`src/rtl/infra_emitter.sv`:
```
`default_nettype none
// ----------------------------------------------------------------------------
// infra_emitter: IR ball-detect emitter, gated carrier bursts with end-of-burst
// receiver sampling and blocked-beam detection.            Rev 1.0
// ----------------------------------------------------------------------------
module infra_emitter #(
  parameter int HALF_PERIOD  = 13,
  parameter int BURST_PULSES = 10,
  parameter int GAP_CYCLES   = 200,
  parameter int BLOCK_THRESH = 3
) (
  input  logic clk,
  input  logic rst_n,
  input  logic en,
  input  logic rx_bit,
  output logic ir_out,
  output logic burst_active,
  output logic sample_stb,
  output logic beam_seen,
  output logic beam_blocked,
  output logic busy
);

  localparam int PW = (HALF_PERIOD  > 1) ? $clog2(HALF_PERIOD)  : 1;
  localparam int CW = (BURST_PULSES > 1) ? $clog2(BURST_PULSES) : 1;
  localparam int GW = (GAP_CYCLES   > 1) ? $clog2(GAP_CYCLES)   : 1;

  localparam logic [PW-1:0] C_PHASE_LAST = PW'(HALF_PERIOD - 1);
  localparam logic [CW-1:0] C_PULSE_LAST = CW'(BURST_PULSES - 1);
  localparam logic [GW-1:0] C_GAP_LAST   = GW'(GAP_CYCLES - 1);
  localparam logic [3:0]    C_THRESH     = 4'(BLOCK_THRESH);

  typedef enum logic [1:0] {
    IDLE  = 2'd0,
    BURST = 2'd1,
    GAP   = 2'd2
  } state_t;

  state_t        r_state;
  logic [PW-1:0] r_phase;
  logic [CW-1:0] r_pulse;
  logic [GW-1:0] r_gap;
  logic [3:0]    r_miss;

  logic          w_half_end;
  logic [PW-1:0] w_phase_nx;
  logic [CW-1:0] w_pulse_nx;
  logic          w_ir_nx;
  logic          w_final_nx;
  logic [3:0]    w_miss_inc;

  // Carrier level doubles as the half-period marker: low half closes a period.
  always_comb begin
    w_half_end = (r_phase == C_PHASE_LAST);
    w_phase_nx = w_half_end ? '0 : r_phase + 1'b1;
    w_ir_nx    = w_half_end ? ~ir_out : ir_out;
    w_pulse_nx = (w_half_end && !ir_out) ? r_pulse + 1'b1 : r_pulse;
    w_final_nx = (w_phase_nx == C_PHASE_LAST) && (w_pulse_nx == C_PULSE_LAST) && !w_ir_nx;
    w_miss_inc = (r_miss == 4'hF) ? r_miss : r_miss + 4'd1;
  end

  always_ff @(posedge clk or negedge rst_n) begin
    if (!rst_n) begin
      r_state      <= IDLE;
      r_phase      <= '0;
      r_pulse      <= '0;
      r_gap        <= '0;
      r_miss       <= '0;
      ir_out       <= 1'b0;
      burst_active <= 1'b0;
      sample_stb   <= 1'b0;
      beam_seen    <= 1'b0;
      beam_blocked <= 1'b0;
      busy         <= 1'b0;
    end else begin
      sample_stb <= 1'b0;
      unique case (r_state)
        IDLE: begin
          if (en) begin
            r_state      <= BURST;
            r_phase      <= '0;
            r_pulse      <= '0;
            r_gap        <= '0;
            ir_out       <= 1'b1;
            burst_active <= 1'b1;
            busy         <= 1'b1;
          end
        end
        BURST: begin
          // sample_stb marks the current cycle as the final one of the burst
          if (sample_stb) begin
            r_state      <= GAP;
            r_gap        <= '0;
            ir_out       <= 1'b0;
            burst_active <= 1'b0;
            beam_seen    <= rx_bit;
            if (rx_bit) begin
              r_miss       <= '0;
              beam_blocked <= 1'b0;
            end else begin
              r_miss       <= w_miss_inc;
              beam_blocked <= (w_miss_inc >= C_THRESH);
            end
          end else begin
            r_phase    <= w_phase_nx;
            r_pulse    <= w_pulse_nx;
            ir_out     <= w_ir_nx;
            sample_stb <= w_final_nx;
          end
        end
        GAP: begin
          if (r_gap == C_GAP_LAST) begin
            if (en) begin
              r_state      <= BURST;
              r_phase      <= '0;
              r_pulse      <= '0;
              r_gap        <= '0;
              ir_out       <= 1'b1;
              burst_active <= 1'b1;
            end else begin
              r_state <= IDLE;
              busy    <= 1'b0;
            end
          end else begin
            r_gap <= r_gap + 1'b1;
          end
        end
        default: begin
          r_state      <= IDLE;
          ir_out       <= 1'b0;
          burst_active <= 1'b0;
          busy         <= 1'b0;
        end
      endcase
    end
  end

endmodule
`default_nettype wire

```
`config.mk`:
```
export PLATFORM = sky130hd
export DESIGN_NAME = infra_emitter
export DESIGN_NICKNAME = d
export VERILOG_FILES = /design/src/rtl/infra_emitter.sv
export SDC_FILE = /design/constraint.sdc
export NUM_CORES = 1
export LEC_CHECK = 0
export CAP_MARGIN = 5
export CORE_ASPECT_RATIO = 1.2
export CORE_MARGIN = 8
export CORE_UTILIZATION = 60
export DETAILED_ROUTE_END_ITERATION = 8
export PLACE_DENSITY = 0.84
export SETUP_SLACK_MARGIN = 0.4
export SYNTH_ARGS = -nofsm -noshare
export SYNTH_HDL_FRONTEND = slang
export SYNTH_SLANG_ARGS = --single-unit
```
`constraint.sdc`:
```
create_clock -name clk -period 3.1 [get_ports clk]
set_input_delay 0.93 -clock clk [delete_from_list [all_inputs] [get_ports clk]]
set_output_delay 0.93 -clock clk [all_outputs]
set_load 0.1 [all_outputs]
```
[After elaboration in Yosys (flattened, before gate mapping)]
Cells that the tools add are included.
Word-level totals
  register bits after elaboration: 28
  bits of input ports: 4
Cells by class
  add/sub/neg operators: 4
  order comparisons: 1
  equal/unequal tests: 12
  multiplexer cells: 37
  bitwise gates (word level): 2
  reduce and logical (&&, ||, !) cells: 13
Operators by type and width (number)
  4-bit 2-to-1 mux: 10
  8-bit 2-to-1 mux: 3
  4-bit case mux with 3 select lines: 2
  8-bit case mux with 3 select lines: 1
  4-bit equality test, second input constant: 4
  1-bit 2-to-1 mux: 14
  4-bit by 1-bit adder with 4-bit output, second input constant: 3
  2-bit inequality test, second input constant: 5
  1-bit case mux with 3 select lines: 3
  8-bit by 1-bit adder with 8-bit output, second input constant: 1
  8-bit equality test, second input constant: 1
  2-bit 2-to-1 mux: 3
  2-bit case mux with 3 select lines: 1
  2-bit AND reduction: 3
  3-bit AND reduction: 2
  4-bit by 2-bit >= comparator with 1-bit output, second input constant: 1
  4-bit AND reduction: 1
  1-bit logical AND: 3
  3-bit nonzero test: 1
  2-bit by 1-bit equality test with 1-bit output, second input constant: 1
  2-bit equality test, second input constant: 1
  1-bit logical NOT: 2
  2-bit logical NOT: 1
  1-bit NOT: 2

[Depth between registers and ports, before layout]
Gate-level depths: netlist (run 1).
  depth after elaboration: 8
  depth in mapped cells: 9
  depth with buffers taken out: 8

[Worst setup path after synthesis (run 1)]
OpenSTA, ideal clock, no wires.
  kind: reg-to-reg
  start point: register ir_out
  end point: register r_pulse[3]
  library setup time: 126 ps
  data arrival time: 2029 ps
  required time: 2974 ps
  setup slack: 944 ps
  cell stages (with the launch flop): 8
  buffers on the path: 1
  period minus slack after synthesis: 2156 ps
  path through: dfrtp_1 > inv_1 > ha_1 > buf_6 > nand4_1 > or2_2 > and3_1 > a221o_2
Between the ends
  longest elaborated chain between the ends: 5
Ends and longest elaborated chain
  from (decl): line 16  | output logic ir_out,
  from (signal assigned): line 107  | ir_out <= w_ir_nx;
  1-bit logical NOT: line 57  | w_pulse_nx = (w_half_end && !ir_out) ? r_pulse + 1'b1 : r_pulse;
  1-bit logical AND: line 57
  4-bit 2-to-1 mux: line 57
  4-bit 2-to-1 mux: line 91  | if (sample_stb) begin
  4-bit case mux with 3 select lines: line 77  | unique case (r_state)
  to (signal assigned): line 106  | r_pulse <= w_pulse_nx;
  to (decl): line 41  | logic [CW-1:0] r_pulse;
No other way between the ends. The select of a mux whose other input is x is not followed.
A chain may end at the register's enable or synchronous reset.

[Worst setup path in the final report (run 1)]
  start point: register r_phase[0]
  end point: register r_pulse[3]
Between the ends
  longest elaborated chain between the ends: 5
Ends and longest elaborated chain
  from (decl): line 40  | logic [PW-1:0] r_phase;
  from (signal assigned): line 105  | r_phase <= w_phase_nx;
  4-bit equality test: line 54  | w_half_end = (r_phase == C_PHASE_LAST);
  1-bit logical AND: line 57
  4-bit 2-to-1 mux: line 57
  4-bit 2-to-1 mux: line 91
  4-bit case mux with 3 select lines: line 77
No other way between the ends. The select of a mux whose other input is x is not followed.

==> reports/results.tsv, run 1 <==
metric	value	unit
path_cells	inv_1 -> ha_1 -> and3_1 -> ha_1 -> nand4_1 -> or2_2 -> and3_1 -> a221o_2	
drtPass1Iterations	4	
period_needed	2.35	ns
outcome	complete, no violations	
synthSimpleGateAreaFrac	25.0	%
placed_cell_area	0.00196	mm²
ys_warn_count	0	
min_path_type	flop to flop	
worst_slew_pin_slew	0.604	ns
cpPeakStageDelay	0.46	ns
io_buffers	9	
die_w	66.7	µm
synth_mux_area_share	2.77	%
rr_endpoint	r_pulse[3]	
drive_gt1_share	10.4	%
startpoint_type	flop	
worstPathArrival	2.59	ns
grt_pass1_vias	1772	
dieArea	0.00513	mm²
place.gp.congestion	0.913	
holdBufCountCts	0	
tns	0	ns
synth_area_leaders	dfrtp_1 38%, ha_1 7.4%, a21oi_1 3.5%	
routed_via_density	6.74	
synth_top_area_share	37.8	%
clk-insertion-delay-late	0.33	ns
fmax	425	MHz
ys.flop_type	dfrtp_1	
numCtsBuffers	3	
cpLargestDelayFamily	simple AND/OR/NAND/NOR gates	
synth-xor-area-share	0.945	%
r2r_setup_slack	0.75	ns
slew_viol_final	0	
setup_viol	0	
clock-sinks	28	
post_cts_buffers	0	
synth_compound_area_share	22.1	%
critPathCaptureType	flop	
cts_resized	0	
crit_cells	8	
cts_buffer_depth	2	
drcViolationCount	0	
grt_setup_unrepaired	false	
yosysSeqAreaShare	37.8	%
syn2layout_area_growth	8.64	%
stdcell_count	248	
startpoint	r_phase[0]	
grt.total_usage	18.1	%
synth_top_cell_by_area	dfrtp_1	
synth-edff-count	0	
worst-path-buf-inv	1	
timing.final.ws_setup	0.749	ns
grt_pass1_wl	7.70	mm
power_leakage	0.923	nW
numPlacedInstances	244	
htreeDepth	1	
path_clk_slew	0.15	ns
core_area	0.00300	mm²
fin_skew	0.00469	ns
crit_fanout	9	
antenna_left	0	
cts_root_buf	clkbuf_4	
n_antenna_cell	0	
synth_seq_cells	28	
wirelength	4.39	mm
syn-num-nets	217	
maxCapViolations	0	
place_hpwl	3.22	mm
cts_tree	done	
critPathKind	flop to flop	
max-vdd-ir-drop	0.000467	V
start_util	61.8	%
endpoint	r_pulse[3]	
syn-cell-area	0.00185	mm²
post-place-ws	0.616	ns
synth_top_family_by_area	simple AND/OR/NAND/NOR gates	
reg2reg_from	r_phase[0]	
grt_start_max_net_pins	29	
max-slew-margin-rel	59.3	%
final_cell_area	0.00201	mm²
layout.nets	228	
hold_violations	0	
synth_cell_types	54	
syn_area_per_cell	9.17	µm²
synthAdderAreaFrac	7.43	%
row_count	22	
fin_crit_sh	75.8	%
report.power.total	1.27	mW
post_drt_wl_per_cell	17.7	µm
cpMaxStageDelayCell	dfrtp_1	
synth_cells	202	
boundaryPins	10	
drt_iter0_markers	197	
required	3.33	ns
vias	1671	
p_per_area	630	mW/mm²
postSynth.asyncResetShare	100	%
overflow	0	
antenna_found_initial	0	
die_h	76.9	µm
rr_worst_depth	8	
power by group:
group / total, mW / leakage (nW) / switching (mW) / internal [mW]
combinational: 0.570 / 0.533 / 0.407 / 0.164
sequential: 0.457 / 0.362 / 0.0494 / 0.408
clock: 0.242 / 0.0279 / 0.111 / 0.131
cell families (layout without fill, tap and decap cells):
| group | count (synthesis) | in the layout |
|---|---|---|
| AND/OR/NAND/NOR | 80 | 80 |
| AO/OA/AOI/OAI | 59 | 59 |
| flip-flops | 28 | 28 |
| buffers and inverters | 17 | 27 |
| adder cells (fa/ha/maj) | 11 | 11 |
| multiplexers | 5 | 5 |
| XOR/XNOR | 2 | 2 |
registers in the layout, indices dropped and copies added (netlist names):
name and flops:
r_gap 8, r_miss 4, r_phase 4, r_pulse 4, r_state 2, beam_blocked 1, beam_seen 1, burst_active 1
busy 1, ir_out 1, sample_stb 1
worst min path at each step:
stage / end / depth (start not counted) / slack (ns) / start
final: beam_seen / 1 / 0.53 / beam_seen
after global routing: beam_seen / 1 / 0.57 / beam_seen
after CTS: beam_seen / 1 / 0.54 / beam_seen
after detailed placement: beam_seen / 1 / 0.51 / beam_seen
after global placement: beam_seen / 1 / 0.49 / beam_seen
after floorplan: r_gap[7] / 1 / 0.51 / r_gap[7]
routing by layer:
layer	vias to the layer above	wire length, µm	GRT usage, %
li1	786	-	-
met1	820	1710	19.6
met2	52	2400	31.8
met3	13	189	3.49
met4	0	88	8.57
met5	-	0	0
synth_stat cells (2+ instances only):
library cell and n:
dfrtp_1 28, a21oi_1 13, nand2_1 13, o21ai_0 13
inv_1 12, ha_1 11, nand3_1 10, nor2_1 10
and3_1 7, nor3_1 7, a31oi_1 5, nor4b_1 5
mux2i_1 4, nand2b_1 4, a22o_1 3, and2_1 3
clkbuf_1 3, o22ai_1 3, o41ai_1 3, nand2_2 2
nand4_1 2, nand4b_1 2, nor2b_1 2, nor3b_1 2
nor4bb_1 2, o211a_1 2, o21a_1 2, o22a_1 2
or3_1 2
per-stage QoR:
stage | hold WS (ns) | util, %
after global placement | 0.488 | 65.3
final | 0.534 | 67.1
after global routing | 0.571 | 67.1
after floorplan | 0.510 | -
after detailed placement | 0.509 | 65.3
after CTS | 0.544 | 67.1
layout by cell type, fill, tap and decap left out, types with 3 or more instances in the layout:
master           netlist  final
and2_1                 3      3
a21oi_1               13     13
o22ai_1                3      3
inv_1                 12     12
ha_1                  11     11
nor4b_1                5      5
mux2i_1                4      4
a31oi_1                5      5
nor3_1                 7      7
a22o_1                 3      3
clkbuf_4               0      3
nand3_1               10     10
nand2_1               13     13
nand2b_1               4      4
o21ai_0               13     13
buf_4                  0      8
nor2_1                10     10
clkdlybuf4s50_1        0      3
dfrtp_1               28     28
o41ai_1                3      3
and3_1                 7      7
area by class of cell:
class,count,area [µm²]
Fill cell,229,987
Sequential cell,28,701
Tap cell,36,45.0
Clock buffer,3,22.5
Multi-Input combinational cell,157,1080
Inverter,12,45.0
Clock inverter,1,30.0
Timing Repair Buffer,11,90.1
Power figures use the tool's default switching activity.
==> run 2: changes to the inputs <==
--- a/config.mk
+++ b/config.mk
@@ -8,9 +8,9 @@
 export CAP_MARGIN = 5
 export CORE_ASPECT_RATIO = 1.2
 export CORE_MARGIN = 8
-export CORE_UTILIZATION = 60
+export CORE_UTILIZATION = 53
 export DETAILED_ROUTE_END_ITERATION = 8
-export PLACE_DENSITY = 0.84
+export PLACE_DENSITY = 0.79
 export SETUP_SLACK_MARGIN = 0.4
 export SYNTH_ARGS = -nofsm -noshare
 export SYNTH_HDL_FRONTEND = slang
==> constraint.sdc (replaced) <==
create_clock -name clk -period 2.01 [get_ports clk]
set_input_delay 0.603 -clock clk [delete_from_list [all_inputs] [get_ports clk]]
set_output_delay 0.603 -clock clk [all_outputs]
set_load 0.1 [all_outputs]
==> run 2 against run 1 <==
Compared with the run above:
- cell count is 21% higher
- sequential cell count stayed put
- routed wire length is 65% higher
- sequential power is 59% higher
- sequential share of layout area is 9.8 points lower
- critical path type unchanged
- critical endpoint is now burst_active
==> reports/results.tsv, run 2 (synthesized netlist as in run 1, its figures left out) <==
metric	value	unit
core_area	0.00334	mm²
setup_viol	0	
clock-sinks	28	
dieArea	0.00565	mm²
wirelength	7.23	mm
utilization	85.7	%
routed_via_density	7.13	
tns	0	ns
drtPass1Iterations	5	
place_hpwl	3.48	mm
power_leakage	1.27	nW
numCtsBuffers	3	
outcome	complete, no violations	
clk-insertion-delay-late	0.28	ns
critPathCaptureType	flop	
cts_tree	done	
vias	2132	
post_drt_wl_per_cell	24.2	µm
worstPathArrival	2.12	ns
die_w	70.0	µm
crit_fanout	4	
startpoint_type	flop	
critPathKind	flop to flop	
row_count	23	
grt_pass1_vias	1998	
min_path_type	flop to flop	
io_buffers	9	
power_frac_seq	25.4	%
htreeDepth	1	
layout_common_cells	40 x buf_4, 21 x dfrtp_1	
grt_setup_unrepaired	true	
maxCapViolations	0	
die_h	80.8	µm
power_frac_clock	12.7	%
max-slew-margin-rel	80.3	%
comb_power_share	61.8	%
cts_root_buf	clkbuf_8	
largest_register	r_gap	
drcViolationCount	0	
slew_viol_final	0	
syn2layout_area_growth	54.4	%
grt_pass1_wl	9.50	mm
internal_power	1.59	mW
antenna_left	0	
swShare	44.5	%
drt_iter0_markers	311	
antenna_found_initial	0	
holdBufCountCts	0	
n_antenna_cell	0	
switchingPower	1.27	mW
grt.total_usage	20.5	%
grt_start_max_net_pins	16	
hold_violations	0	
p_per_area	1000	mW/mm²
required	2.21	ns
cts_buffer_depth	2	
drive_gt1_share	48.5	%
layout_commonest_cell	buf_4	
place.gp.congestion	0.884	
largest_reg_flops	8	
path_clk_slew	0.10	ns
overflow	0	
fin_skew	0.00345	ns
max-vdd-ir-drop	0.00144	V
period_needed	1.92	ns
start_util	55.5	%
fmax	522	MHz
boundaryPins	10	
layout.nets	278	
worst_slew_pin_slew	0.291	ns
fin_crit_sh	95.4	%
[run 2: cell types whose count changed in the layout (fill, tap and decap cells not counted), moves of 6 or more]
| cell | previous run | this run |
|---|---|---|
| buf_4 | 8 | 40 |
| buf_6 | 0 | 10 |
| buf_12 | 0 | 7 |
| dfrtp_1 | 28 | 21 |
| ha_1 | 11 | 4 |
| inv_1 | 12 | 6 |
| inv_2 | 0 | 6 |
[run 2: area by class of cell]
cell class / instances / area (µm²)
well taps: 37 / 46.3
repair buffers: 61 / 587
clock buffers: 4 / 55.1
inverters: 12 / 45.0
multi-input cells: 157 / 1410
flip-flops and latches: 28 / 714
fillers: 145 / 478
[run 2: final timing paths]
kind	end	startpoint	slack (ns)	cells past startpoint
max in group asynchronous	ir_out	rst_n	1.15	2
setup / recovery	burst_active	r_gap[4]	0.09	6
min in group asynchronous	r_miss[1]	rst_n	0.65	2
hold / removal	beam_blocked	beam_blocked	0.58	1
setup reg to reg	burst_active	r_gap[4]	0.09	6
hold reg to reg	beam_blocked	beam_blocked	0.58	1
[run 2: per-stage QoR]
step | hold WS, ns | std cells | worst slack (ns) | power, mW | cell area (µm²)
after detailed placement | 0.558 | 257 | 0.0144 | 1.83 | 2180
after global placement | 0.534 | 257 | 0.0488 | 1.79 | 2180
final | 0.581 | 299 | 0.0925 | 2.86 | 2860
after CTS | 0.581 | 293 | 0.167 | 2.49 | 2610
after floorplan | 0.307 | 202 | 0.0153 | 1.41 | 1920
after global routing | 0.619 | 299 | 0.0907 | 2.94 | 2860
[run 2: power by group through the flow]
stage	clock network, mW	registers (mW)	logic [mW]
global route	0.387	0.738	1.82
floorplan	0	0.937	0.477
detailed placement	0	0.733	1.09
CTS	0.362	0.709	1.42
finish	0.364	0.728	1.77
global placement	0	0.727	1.06
[run 2: layer usage]
metal  GRT usage (%)  routed length (µm)
met5               0                   0
met4            13.1                 360
met3            2.68                 530
met2            37.9                3740
met1            21.7                2590
[run 2: repair_timing]
item | in CTS | in global routing
endpoints found under the setup margin | 21 | 22
pin swaps | 14 | 19
setup buffers | 31 | 6
gates cloned | 1 | 0
resized for setup | 34 | 41
[run 2: worst max-delay path, stage by stage (launching register included)]
cell	delay [ns]
dfrtp_2	0.48
or4b_4	0.55
o21ai_4	0.24
buf_4	0.16
buf_6	0.10
a31oi_1	0.13
nor2_1	0.18
